===== src/rtl/fp_pkg.sv =====
// Shared types and helpers for the floating-point add/sub datapath.
package fp_pkg;

   // Operand class after unpacking; subnormals are reported as zero.
   typedef enum logic [1:0] {
      FP_ZERO = 2'd0,
      FP_NORM = 2'd1,
      FP_INF  = 2'd2,
      FP_NAN  = 2'd3
   } fp_class_e;

   // Significand width including the hidden bit.
   function automatic int man_w(input int data_w, input int exp_w);
      return data_w - exp_w;
   endfunction

   // Stored fraction width (no hidden bit).
   function automatic int frac_w(input int data_w, input int exp_w);
      return data_w - exp_w - 1;
   endfunction

   // Canonical quiet NaN: sign 0, exponent all ones, fraction MSB set.
   // Returned 64 bits wide; callers take the low data_w bits.
   function automatic logic [63:0] qnan(input int data_w, input int exp_w);
      logic [63:0] ones;
      ones = (64'd1 << (exp_w + 1)) - 64'd1;
      return ones << (data_w - exp_w - 2);
   endfunction

endpackage


===== src/rtl/clz.sv =====
// Leading-zero counter; an all-zero input reports W.
module clz #(
   parameter int W  = 27,
   parameter int CW = $clog2(W + 1)
) (
   input  logic [W-1:0]  din,
   output logic [CW-1:0] cnt
);

   // Highest set bit wins because it is visited last.
   always_comb begin
      cnt = CW'(W);
      for (int i = 0; i < W; i++)
         if (din[i]) cnt = CW'(W - 1 - i);
   end

endmodule


===== src/rtl/fp_classify.sv =====
// Unpacks one operand into sign/exponent/significand and classifies it.
module fp_classify import fp_pkg::*; #(
   parameter int DATA_W = 32,
   parameter int EXP_W  = 8
) (
   input  logic [DATA_W-1:0]       op,
   output fp_class_e               cls,
   output logic                    sign,
   output logic [EXP_W-1:0]        expo,
   output logic [DATA_W-EXP_W-1:0] man
);

   localparam int FRAC_W = frac_w(DATA_W, EXP_W);

   logic [FRAC_W-1:0] frac;

   assign sign = op[DATA_W-1];
   assign expo = op[DATA_W-2 -: EXP_W];
   assign frac = op[FRAC_W-1:0];

   // Class decode; zero exponent flushes subnormals to zero.
   always_comb begin
      cls = FP_NORM;
      if (expo == '0)      cls = FP_ZERO;
      else if (&expo)      cls = (frac != '0) ? FP_NAN : FP_INF;
   end

   assign man = (cls == FP_ZERO) ? '0 : {1'b1, frac};

endmodule


===== src/rtl/fp_addsub.sv =====
// Five-stage pipelined floating-point adder/subtractor, RNE rounding.
module fp_addsub import fp_pkg::*; #(
   parameter int DATA_W = 32,
   parameter int EXP_W  = 8
) (
   input  logic              clk,
   input  logic              rst,
   input  logic              start,
   input  logic              sub,
   input  logic [DATA_W-1:0] op_a,
   input  logic [DATA_W-1:0] op_b,
   output logic              done,
   output logic [DATA_W-1:0] res,
   output logic              overflow,
   output logic              underflow,
   output logic              exception
);

   localparam int MAN_W  = man_w(DATA_W, EXP_W);
   localparam int FRAC_W = frac_w(DATA_W, EXP_W);
   localparam int XW     = MAN_W + 3;          // significand + guard/round/sticky
   localparam int LZW    = $clog2(XW + 1);
   localparam int SPW    = DATA_W + 2;         // {hit, exc, value} of special path
   localparam logic [63:0]        QNAN64   = qnan(DATA_W, EXP_W);
   localparam logic [DATA_W-1:0]  QNAN     = QNAN64[DATA_W-1:0];
   localparam logic [EXP_W-1:0]   EXP_ONES = '1;
   localparam logic signed [EXP_W+1:0] E_ONE  = 1;
   localparam logic signed [EXP_W+1:0] E_ZERO = 0;
   localparam logic signed [EXP_W+1:0] E_MAX  = (1 << EXP_W) - 1;

   // token chain: vld_pipe[0]=d1 .. vld_pipe[3]=d4, vld_pipe[4]=done
   logic [4:0] vld_pipe;

   // ---------------- stage 1: unpack / classify / swap ----------------
   logic [DATA_W-1:0] op_b_eff;
   fp_class_e         ca, cb;
   logic              sa, sb;
   logic [EXP_W-1:0]  ea, eb;
   logic [MAN_W-1:0]  ma, mb;
   logic              a_big;
   logic [SPW-1:0]    sp1;

   assign op_b_eff = {op_b[DATA_W-1] ^ sub, op_b[DATA_W-2:0]};

   fp_classify #(.DATA_W(DATA_W), .EXP_W(EXP_W)) u_cls_a (
      .op(op_a), .cls(ca), .sign(sa), .expo(ea), .man(ma));
   fp_classify #(.DATA_W(DATA_W), .EXP_W(EXP_W)) u_cls_b (
      .op(op_b_eff), .cls(cb), .sign(sb), .expo(eb), .man(mb));

   // magnitude compare on {exp, frac} so equal exponents order correctly
   assign a_big = op_a[DATA_W-2:0] >= op_b[DATA_W-2:0];

   // Special-value result, highest precedence first.
   always_comb begin
      sp1 = {1'b1, 1'b0, {DATA_W{1'b0}}};
      if (ca == FP_NAN || cb == FP_NAN || (ca == FP_INF && cb == FP_INF && sa != sb))
         sp1 = {1'b1, 1'b1, QNAN};
      else if (ca == FP_INF)
         sp1[DATA_W-1:0] = {sa, EXP_ONES, {FRAC_W{1'b0}}};
      else if (cb == FP_INF)
         sp1[DATA_W-1:0] = {sb, EXP_ONES, {FRAC_W{1'b0}}};
      else if (ca == FP_ZERO && cb == FP_ZERO)
         sp1[DATA_W-1:0] = {sa & sb, {(DATA_W-1){1'b0}}};
      else if (ca == FP_ZERO)
         sp1[DATA_W-1:0] = op_b_eff;
      else if (cb == FP_ZERO)
         sp1[DATA_W-1:0] = op_a;
      else
         sp1[SPW-1] = 1'b0;
   end

   logic [SPW-1:0]   s1_sp;
   logic             s1_sign, s1_eff_sub;
   logic [EXP_W-1:0] s1_exp_a, s1_exp_b;
   logic [MAN_W-1:0] s1_man_a, s1_man_b;

   // Stage 1 register: larger-magnitude operand lands in the A slot.
   always_ff @(posedge clk or posedge rst) begin
      if (rst) begin
         s1_sp <= '0; s1_sign <= 1'b0; s1_eff_sub <= 1'b0;
         s1_exp_a <= '0; s1_exp_b <= '0; s1_man_a <= '0; s1_man_b <= '0;
      end else begin
         s1_sp      <= sp1;
         s1_eff_sub <= sa ^ sb;
         s1_sign    <= a_big ? sa : sb;
         s1_exp_a   <= a_big ? ea : eb;
         s1_exp_b   <= a_big ? eb : ea;
         s1_man_a   <= a_big ? ma : mb;
         s1_man_b   <= a_big ? mb : ma;
      end
   end

   // ---------------- stage 2: align ----------------
   logic [EXP_W-1:0] d2;
   logic [XW-1:0]    full_b, sh_b, lost_b, al_b;

   assign d2     = s1_exp_a - s1_exp_b;
   assign full_b = {s1_man_b, 3'b000};

   // Right shift with sticky collection, saturating at XW.
   always_comb begin
      sh_b   = full_b >> d2;
      lost_b = full_b & ~({XW{1'b1}} << d2);
      al_b   = {sh_b[XW-1:1], sh_b[0] | (|lost_b)};
      if (d2 >= EXP_W'(XW))
         al_b = {{(XW-1){1'b0}}, |s1_man_b};
   end

   logic [SPW-1:0]   s2_sp;
   logic             s2_sign, s2_eff_sub;
   logic [EXP_W-1:0] s2_exp;
   logic [MAN_W-1:0] s2_ma;
   logic [XW-1:0]    s2_mb;

   // Stage 2 register.
   always_ff @(posedge clk or posedge rst) begin
      if (rst) begin
         s2_sp <= '0; s2_sign <= 1'b0; s2_eff_sub <= 1'b0;
         s2_exp <= '0; s2_ma <= '0; s2_mb <= '0;
      end else begin
         s2_sp <= s1_sp; s2_sign <= s1_sign; s2_eff_sub <= s1_eff_sub;
         s2_exp <= s1_exp_a; s2_ma <= s1_man_a; s2_mb <= al_b;
      end
   end

   // ---------------- stage 3: add / subtract ----------------
   logic [XW:0] ext_a, ext_b, sum3;

   assign ext_a = {1'b0, s2_ma, 3'b000};
   assign ext_b = {1'b0, s2_mb};
   // B never exceeds A, so the difference is never negative
   assign sum3  = s2_eff_sub ? (ext_a - ext_b) : (ext_a + ext_b);

   logic [SPW-1:0]   s3_sp;
   logic             s3_sign;
   logic [EXP_W-1:0] s3_exp;
   logic [XW:0]      s3_sum;

   // Stage 3 register.
   always_ff @(posedge clk or posedge rst) begin
      if (rst) begin
         s3_sp <= '0; s3_sign <= 1'b0; s3_exp <= '0; s3_sum <= '0;
      end else begin
         s3_sp <= s2_sp; s3_sign <= s2_sign; s3_exp <= s2_exp; s3_sum <= sum3;
      end
   end

   // ---------------- stage 4: normalize ----------------
   logic [LZW-1:0]          lzc;
   logic [XW-1:0]           nm4;
   logic signed [EXP_W+1:0] e_wide, e4;

   clz #(.W(XW), .CW(LZW)) u_clz (.din(s3_sum[XW-1:0]), .cnt(lzc));

   assign e_wide = $signed({2'b00, s3_exp});

   // Carry shifts right (dropped bit into sticky); otherwise shift out leading zeros.
   always_comb begin
      nm4 = s3_sum[XW-1:0] << lzc;
      e4  = e_wide - $signed({{(EXP_W+2-LZW){1'b0}}, lzc});
      if (s3_sum[XW]) begin
         nm4 = {s3_sum[XW:2], s3_sum[1] | s3_sum[0]};
         e4  = e_wide + E_ONE;
      end
   end

   logic [SPW-1:0]          s4_sp;
   logic                    s4_sign, s4_zero;
   logic signed [EXP_W+1:0] s4_exp;
   logic [XW-1:0]           s4_nm;

   // Stage 4 register.
   always_ff @(posedge clk or posedge rst) begin
      if (rst) begin
         s4_sp <= '0; s4_sign <= 1'b0; s4_zero <= 1'b0; s4_exp <= '0; s4_nm <= '0;
      end else begin
         s4_sp <= s3_sp; s4_sign <= s3_sign; s4_zero <= (s3_sum == '0);
         s4_exp <= e4; s4_nm <= nm4;
      end
   end

   // ---------------- stage 5: round / pack / flags ----------------
   logic                    inc;
   logic [MAN_W:0]          rnd;
   logic signed [EXP_W+1:0] e5;
   logic [FRAC_W-1:0]       frac5;
   logic [DATA_W-1:0]       res5;
   logic                    ov5, un5, ex5;
   logic                    unused_hidden;

   assign inc   = s4_nm[2] & (s4_nm[1] | s4_nm[0] | s4_nm[3]);
   assign rnd   = {1'b0, s4_nm[XW-1:3]} + {{MAN_W{1'b0}}, inc};
   assign e5    = s4_exp + (rnd[MAN_W] ? E_ONE : E_ZERO);
   // rounding carry-out leaves 1.000..0, so the fraction is zero
   assign frac5 = rnd[MAN_W] ? '0 : rnd[FRAC_W-1:0];
   assign unused_hidden = rnd[MAN_W-1];

   // Result select: special path, cancellation, overflow, underflow, normal.
   always_comb begin
      res5 = {s4_sign, e5[EXP_W-1:0], frac5};
      ov5  = 1'b0;
      un5  = 1'b0;
      ex5  = 1'b0;
      if (s4_sp[SPW-1]) begin
         res5 = s4_sp[DATA_W-1:0];
         ex5  = s4_sp[SPW-2];
      end else if (s4_zero) begin
         res5 = '0;
      end else if (e5 >= E_MAX) begin
         res5 = {s4_sign, EXP_ONES, {FRAC_W{1'b0}}};
         ov5  = 1'b1;
      end else if (e5 <= E_ZERO) begin
         res5 = {s4_sign, {(DATA_W-1){1'b0}}};
         un5  = 1'b1;
      end
   end

   // Token chain; reset drops every in-flight token.
   always_ff @(posedge clk or posedge rst) begin
      if (rst) vld_pipe <= '0;
      else     vld_pipe <= {vld_pipe[3:0], start};
   end

   assign done = vld_pipe[4];

   // Output registers load only with a stage-4 token and hold otherwise.
   always_ff @(posedge clk or posedge rst) begin
      if (rst) begin
         res <= '0; overflow <= 1'b0; underflow <= 1'b0; exception <= 1'b0;
      end else if (vld_pipe[3]) begin
         res <= res5; overflow <= ov5; underflow <= un5; exception <= ex5;
      end
   end

endmodule


===== config.mk =====
export PLATFORM = sky130hd
export DESIGN_NAME = fp_addsub
export DESIGN_NICKNAME = d
export VERILOG_FILES = /design/src/rtl/fp_pkg.sv /design/src/rtl/clz.sv /design/src/rtl/fp_classify.sv /design/src/rtl/fp_addsub.sv
export SDC_FILE = /design/constraint.sdc
export NUM_CORES = 1
export LEC_CHECK = 0
export BUFFER_PORTS_ARGS = -buffer_cell sky130_fd_sc_hd__clkbuf_2
export CAP_MARGIN = 10
export CORE_ASPECT_RATIO = 0.75
export CORE_MARGIN = 3
export CORE_UTILIZATION = 67
export DETAILED_ROUTE_END_ITERATION = 12
export GPL_TIMING_DRIVEN = 1
export MAX_ROUTING_LAYER = met4
export PLACE_DENSITY = 0.84
export SKIP_CTS_REPAIR_TIMING = 1
export SLEW_MARGIN = 20
export SYNTH_ARGS = -nofsm -noshare
export SYNTH_HDL_FRONTEND = slang
export SYNTH_SLANG_ARGS = --single-unit

===== constraint.sdc =====
create_clock -name clk -period 27.1 [get_ports clk]
set_input_delay 1.355 -clock clk [delete_from_list [all_inputs] [get_ports clk]]
set_output_delay 1.355 -clock clk [all_outputs]
set_load 0.005 [all_outputs]

After elaboration in Yosys (flattened, before gate mapping)
Cells that the tools add are included.
{"block": "word_totals", "register_bits": 379, "latch_bits": 0, "mem_bits_rw": 0, "mem_bits_ro": 0, "elab_cells": 143, "n_memories": 0}
{"block": "op_classes", "addsub": 7, "multipliers": 0, "n_div": 0, "n_lt_le_gt_ge": 4, "n_eq_ne": 5, "n_shift": 3, "muxes": 71, "bitwise": 10, "reduce_logical": 16}
{"cell": "$mux 32", "n": 8}
{"cell": "$mux 24", "n": 4}
{"cell": "$mux 5", "n": 16}
{"cell": "$mux 31", "n": 2}
{"cell": "$mux 27", "n": 2}
{"cell": "$reduce_bool 23->1", "n": 2}
{"cell": "$mux 4", "n": 8}
{"cell": "$ge 31x31->1", "n": 1}
{"cell": "$add 27x27->28", "n": 1}
{"cell": "$logic_not 28->1", "n": 1}
{"cell": "$mux 28", "n": 1}
{"cell": "$sub 27x27->28", "n": 1}
{"cell": "$and 27x27->27", "n": 1}
{"cell": "$not 27->27", "n": 1}
{"cell": "$reduce_or 27->1", "n": 1}
{"cell": "$shl 27x5->27", "n": 1}
{"cell": "$shl 27x8->27 const A", "n": 1}
{"cell": "$shr 27x8->27", "n": 1}
{"cell": "$add 24x1->25", "n": 1}
{"cell": "$reduce_or 24->1", "n": 1}
{"cell": "$mux 23", "n": 1}
{"cell": "$mux 1", "n": 20}
{"cell": "$logic_not 8->1", "n": 2}
{"cell": "$mux 8", "n": 2}
{"cell": "18 further kinds", "n": 36}

Depth between registers and ports, before layout
{"block": "depth", "depth_word": 29, "mapped_depth": 19, "mapped_depth_nobuf": 18}

Cells and area by module
A second synthesis with hierarchy kept.
{"block": "hier_totals", "hier_cells": 2128, "hier_area_um2": 20513.4}
{"mod": "fp_addsub", "instances": 1, "cells_per_inst": 1977, "area_each_um2": 19605.1, "seq_area_each_um2": 9484.1}
{"mod": "fp_classify", "instances": 2, "cells_per_inst": 50, "area_each_um2": 315.3, "seq_area_each_um2": 0.0}
{"mod": "clz", "instances": 1, "cells_per_inst": 51, "area_each_um2": 277.8, "seq_area_each_um2": 0.0}

Least setup slack after synthesis
OpenSTA, ideal clock, no wires.
{"block": "synth_path", "kind": "reg2reg", "startpoint": "register s4_nm[2]", "endpoint": "register res[16]", "arrival_time_ns": 3.803, "required_ns": 27.023, "path_slack_ns": 23.220, "stages_incl_launch_ff": 19, "n_path_buf": 1, "period_less_slack_ns": 3.880, "path_cell_list": "dfrtp_1 -> and2_1 -> ha_1 -> and3_1 -> nand4_1 -> nor3_1 -> and3_1 -> and3_1 -> ha_1 -> nand3_1 -> nor3_1 -> nand3_1 -> xnor2_1 -> nor3_1 -> nand2b_1 -> nor3_1 -> buf_2 -> a22oi_1 -> a21oi_1"}
{"block": "synth_between", "elab_chain_cells": 9, "word_cells_on_any_way": 11, "classes_between": "add/sub: 2; order compare: 2; mux: 6; bitwise: 1"}
{"item": "start, declared", "line": "fp_addsub.sv:170", "rtl": "logic [XW-1:0] s4_nm;"}
{"item": "start signal, assigned", "line": "fp_addsub.sv:175", "rtl": "s4_sp <= '0; s4_sign <= 1'b0; s4_zero <= 1'b0; s4_exp <= '0; s4_nm <= '0;"}
{"item": "start signal, assigned", "line": "fp_addsub.sv:178", "rtl": "s4_exp <= e4; s4_nm <= nm4;"}
{"item": "$and 1x1->1 (*)", "line": "fp_addsub.sv:191", "rtl": "assign inc = s4_nm[2] & (s4_nm[1] | s4_nm[0] | s4_nm[3]);"}
{"item": "$add 24x1->25 (*)", "line": "fp_addsub.sv:192", "rtl": "assign rnd = {1'b0, s4_nm[XW-1:3]} + {{MAN_W{1'b0}}, inc};"}
{"item": "$mux 1", "line": "fp_addsub.sv:193", "rtl": "assign e5 = s4_exp + (rnd[MAN_W] ? E_ONE : E_ZERO);"}
{"item": "$add 10x2->10", "line": "fp_addsub.sv:193"}
{"item": "$le 10x1->1", "line": "fp_addsub.sv:212", "rtl": "end else if (e5 <= E_ZERO) begin"}
{"item": "$mux 31", "line": "fp_addsub.sv:212"}
{"item": "$mux 31 (*)", "line": "fp_addsub.sv:209", "rtl": "end else if (e5 >= E_MAX) begin"}
{"item": "$mux 32 (*)", "line": "fp_addsub.sv:207", "rtl": "end else if (s4_zero) begin"}
{"item": "$mux 32 (*)", "line": "fp_addsub.sv:204", "rtl": "if (s4_sp[SPW-1]) begin"}
{"item": "end signal, assigned", "line": "fp_addsub.sv:229", "rtl": "res <= '0; overflow <= 1'b0; underflow <= 1'b0; exception <= 1'b0;"}
{"item": "end signal, assigned", "line": "fp_addsub.sv:231", "rtl": "res <= res5; overflow <= ov5; underflow <= un5; exception <= ex5;"}
{"item": "end, declared", "line": "fp_addsub.sv:13", "rtl": "output logic [DATA_W-1:0] res,"}
Every way passes the cells marked *; elsewhere a longest branch is shown, timed or not.
A chain may end at the register's enable or synchronous reset.

Final worst setup path
{"block": "layout_path", "startpoint": "register s4_nm[2]", "endpoint": "register res[18]"}
Same word-level chain as after synthesis.

==> flow_summary.toml <==
[floorplanning]
num_io_pins = 104
core_mm2 = 0.0292
num_rows = 54
die_x_um = 205
die_h_um = 156
start_util_pct = 68.4
die_area_mm2 = 0.0319

[clock_tree]
cts_tree = "done"
clk_latency_ns = 0.53
clockRootBuffer = "clkbuf_16"
clk_pin_slew_ns = 0.06
cts_buffer_depth = 3
cts_sinks = 379
htreeDepth = 2
cts_made_buffers = 37

[timing]
grt_setup_unrepaired = "false"
finalSetupTns_ns = 0
setup-violations-final = 0
slew_violations = 0
worst_slew_pin_slew_ns = 1.08
post-route-min-period_ns = 4.60
fin_crit_sh_pct = 17.0
slew_headroom_pct = 26.0
max_freq_ghz = 0.217
final_hold_viol_count = 0
setup_ws_ns = 22.50
fin_skew_ns = 0.0168

[worst_setup_path]
timing.rr.end = "res[18]"
required_ns = 27.47
worstSetupStartpointType = "flop"
end_kind = "flop"
r2r-start = "s4_nm[2]"
arrival_ns = 4.98
worstSetupStartpoint = "s4_nm[2]"
rrSetupSlack_ns = 22.50
path_class = "flop to flop"
worstPathMaxFanout = 22
r2r_cells = 19

[yosys]
synth_flop_cell = "dfrtp_1"
synth_seq_cells = 379
syn_inst = 1985
ys_types = 95
seq_area_frac_synth_pct = 47.5
avgSynthCellArea_um2 = 10.1
ys_warn_count = 0
synth_edf_count = 0
async_reset_ff_share_pct = 100
synth_nets = 2153
syn_area_mm2 = 0.0200

[layout]
mostFrequentLayoutCells = "dfrtp_1 (378), nor2_1 (181), a21oi_1 (146)"
synthToLayoutAreaGrowth_pct = 10.3
n_antenna_cell = 0
final_layout_size_suffix_gt1_share_pct = 12.7
final_area_mm2 = 0.0220
final_common_cell = "dfrtp_1"
nets = 2218

[grt]
first_global_vias = 16400
grt_max_degree = 143
grt_pass1_wl_um = 94900
track_usage_pct = 39.7
antenna_found_initial = 1
overflow = 0

[route]
wl_met3_um = 5810
routedLengthMet1_um = 24200
post_drt_wl_per_cell_um = 24.9
drtIter0Drc = 2355
wl_met2_um = 28300
drc = 0
final_antenna_net_count = 0
maxUsedRoutingLayer = "met4"
drtPass1Iterations = 6
vias_per_cell = 6.84
via_count = 16900
drt-total-wl_um = 61400

[worst_hold_path]
min_path_cells = 0
worstHoldStart = "vld_pipe[0]"
whs_endpoint = "vld_pipe[1]"
hold_class = "flop to flop"

[run_status]
status = "finished clean"

[placement]
gp_congestion = 1.03
hpwl_um = 43700
placed_area_mm2 = 0.0207
port_buffers = 103
dpl_worst_slack_ns = 22.63

[power_and_ir_drop]
ir_drop_mv = 0.0537
finalPower_w = 0.00195
p_leak_nw = 10.4
p_per_area_mw_per_mm2 = 88.7

[flow_run]
cap_violations = 0
-- Yosys cell counts, drive strengths merged, types with 30 or more instances --
cell type,instances,share of area (%)
a211oi,30,1.2
a21oi,147,3.7
a22oi,58,2.2
buf,37,1.2
clkbuf,64,1.2
dfrtp,379,47
ha,97,6.1
inv,117,2.2
mux2,39,2.2
mux2i,113,5.8
nand2,145,2.7
nand3,39,0.98
nor2,183,3.5
nor3,41,1.0
nor4,33,1.0
o21ai,97,2.5
xnor2,47,2.1
-- per-stage QoR --
stage	instances	hold WS, ns	util, %
floorplan	1985	0.331	-
global placement	2403	0.332	71.1
detailed placement	2403	0.335	71.1
CTS	2466	0.343	75.5
global route	2466	0.347	75.5
finish	2466	0.347	75.5
-- per-layer routing --
layer / vias to the layer above / track usage (%)
met1: 8280 / 53.3
li1: 7230 / -
met5: - / -
met2: 1107 / 60.8
met4: 0 / 16.2
met3: 250 / 6.99
-- worst max-delay path, stage by stage (launching register included) --
cell      delay, ns
dfrtp_1        0.37
and2_1         0.17
ha_1           0.22
and3_1         0.19
nand4_1        0.22
nor3_1         0.39
and3_1         0.32
and3_1         0.23
ha_1           0.18
ha_1           0.25
nand3_1        0.10
nor2_1         0.28
xnor2_1        0.17
a31oi_1        0.12
nor4_1         0.37
nand2b_1       0.26
nor3_2         0.06
buf_4          0.23
a22oi_1        0.21
a21oi_1        0.09
-- layout make-up --
type | instances | area (µm²)
Clock buffer | 51 | 1060
Clock inverter | 12 | 228
Fill cell | 1953 | 7160
Inverter | 118 | 453
Multi-Input combinational cell | 1387 | 9610
Sequential cell | 379 | 9490
Tap cell | 392 | 490
Timing Repair Buffer | 127 | 699
-- state kept, by name, summed over array words and instances, names as in the netlist, 10 cells and up --
name and count:
s4_exp 10, s1_man_b 24, res 32, s3_sum 28, s2_ma 24, s1_man_a 24, s4_nm 27, s3_sp 34
s1_sp 34, s4_sp 34, s2_sp 34, s2_mb 27
-- kinds of logic (layout without fill, tap and decap cells) --
family	Yosys count	after routing	synth area share [%]
adder cells (fa/ha/maj)	100	100	6.38
multiplexers	159	159	8.79
buffers and inverters	219	308	4.62
XOR/XNOR	73	73	3.24
flip-flops	379	379	47.5
AO/OA/AOI/OAI	498	498	16.4
AND/OR/NAND/NOR	557	557	13.1
-- how the worst max path moves through the flow --
| stage | to | slack, ns |
|---|---|---|
| after floorplan | exception | 15.22 |
| after global placement | res[0] | 22.85 |
| after detailed placement | res[18] | 22.63 |
| after CTS | res[19] | 22.57 |
| after global routing | res[21] | 22.09 |
| final | res[18] | 22.50 |
-- power breakdown --
part | internal [W] | switching, W | total [W]
sequential | 0.000647 | 0.000102 | 0.000749
clock | 0.000331 | 0.000218 | 0.000549
combinational | 0.000256 | 0.000399 | 0.000655
total | 0.00123 | 0.000718 | 0.00195
No activity file was read; power rests on OpenSTA's default activity.
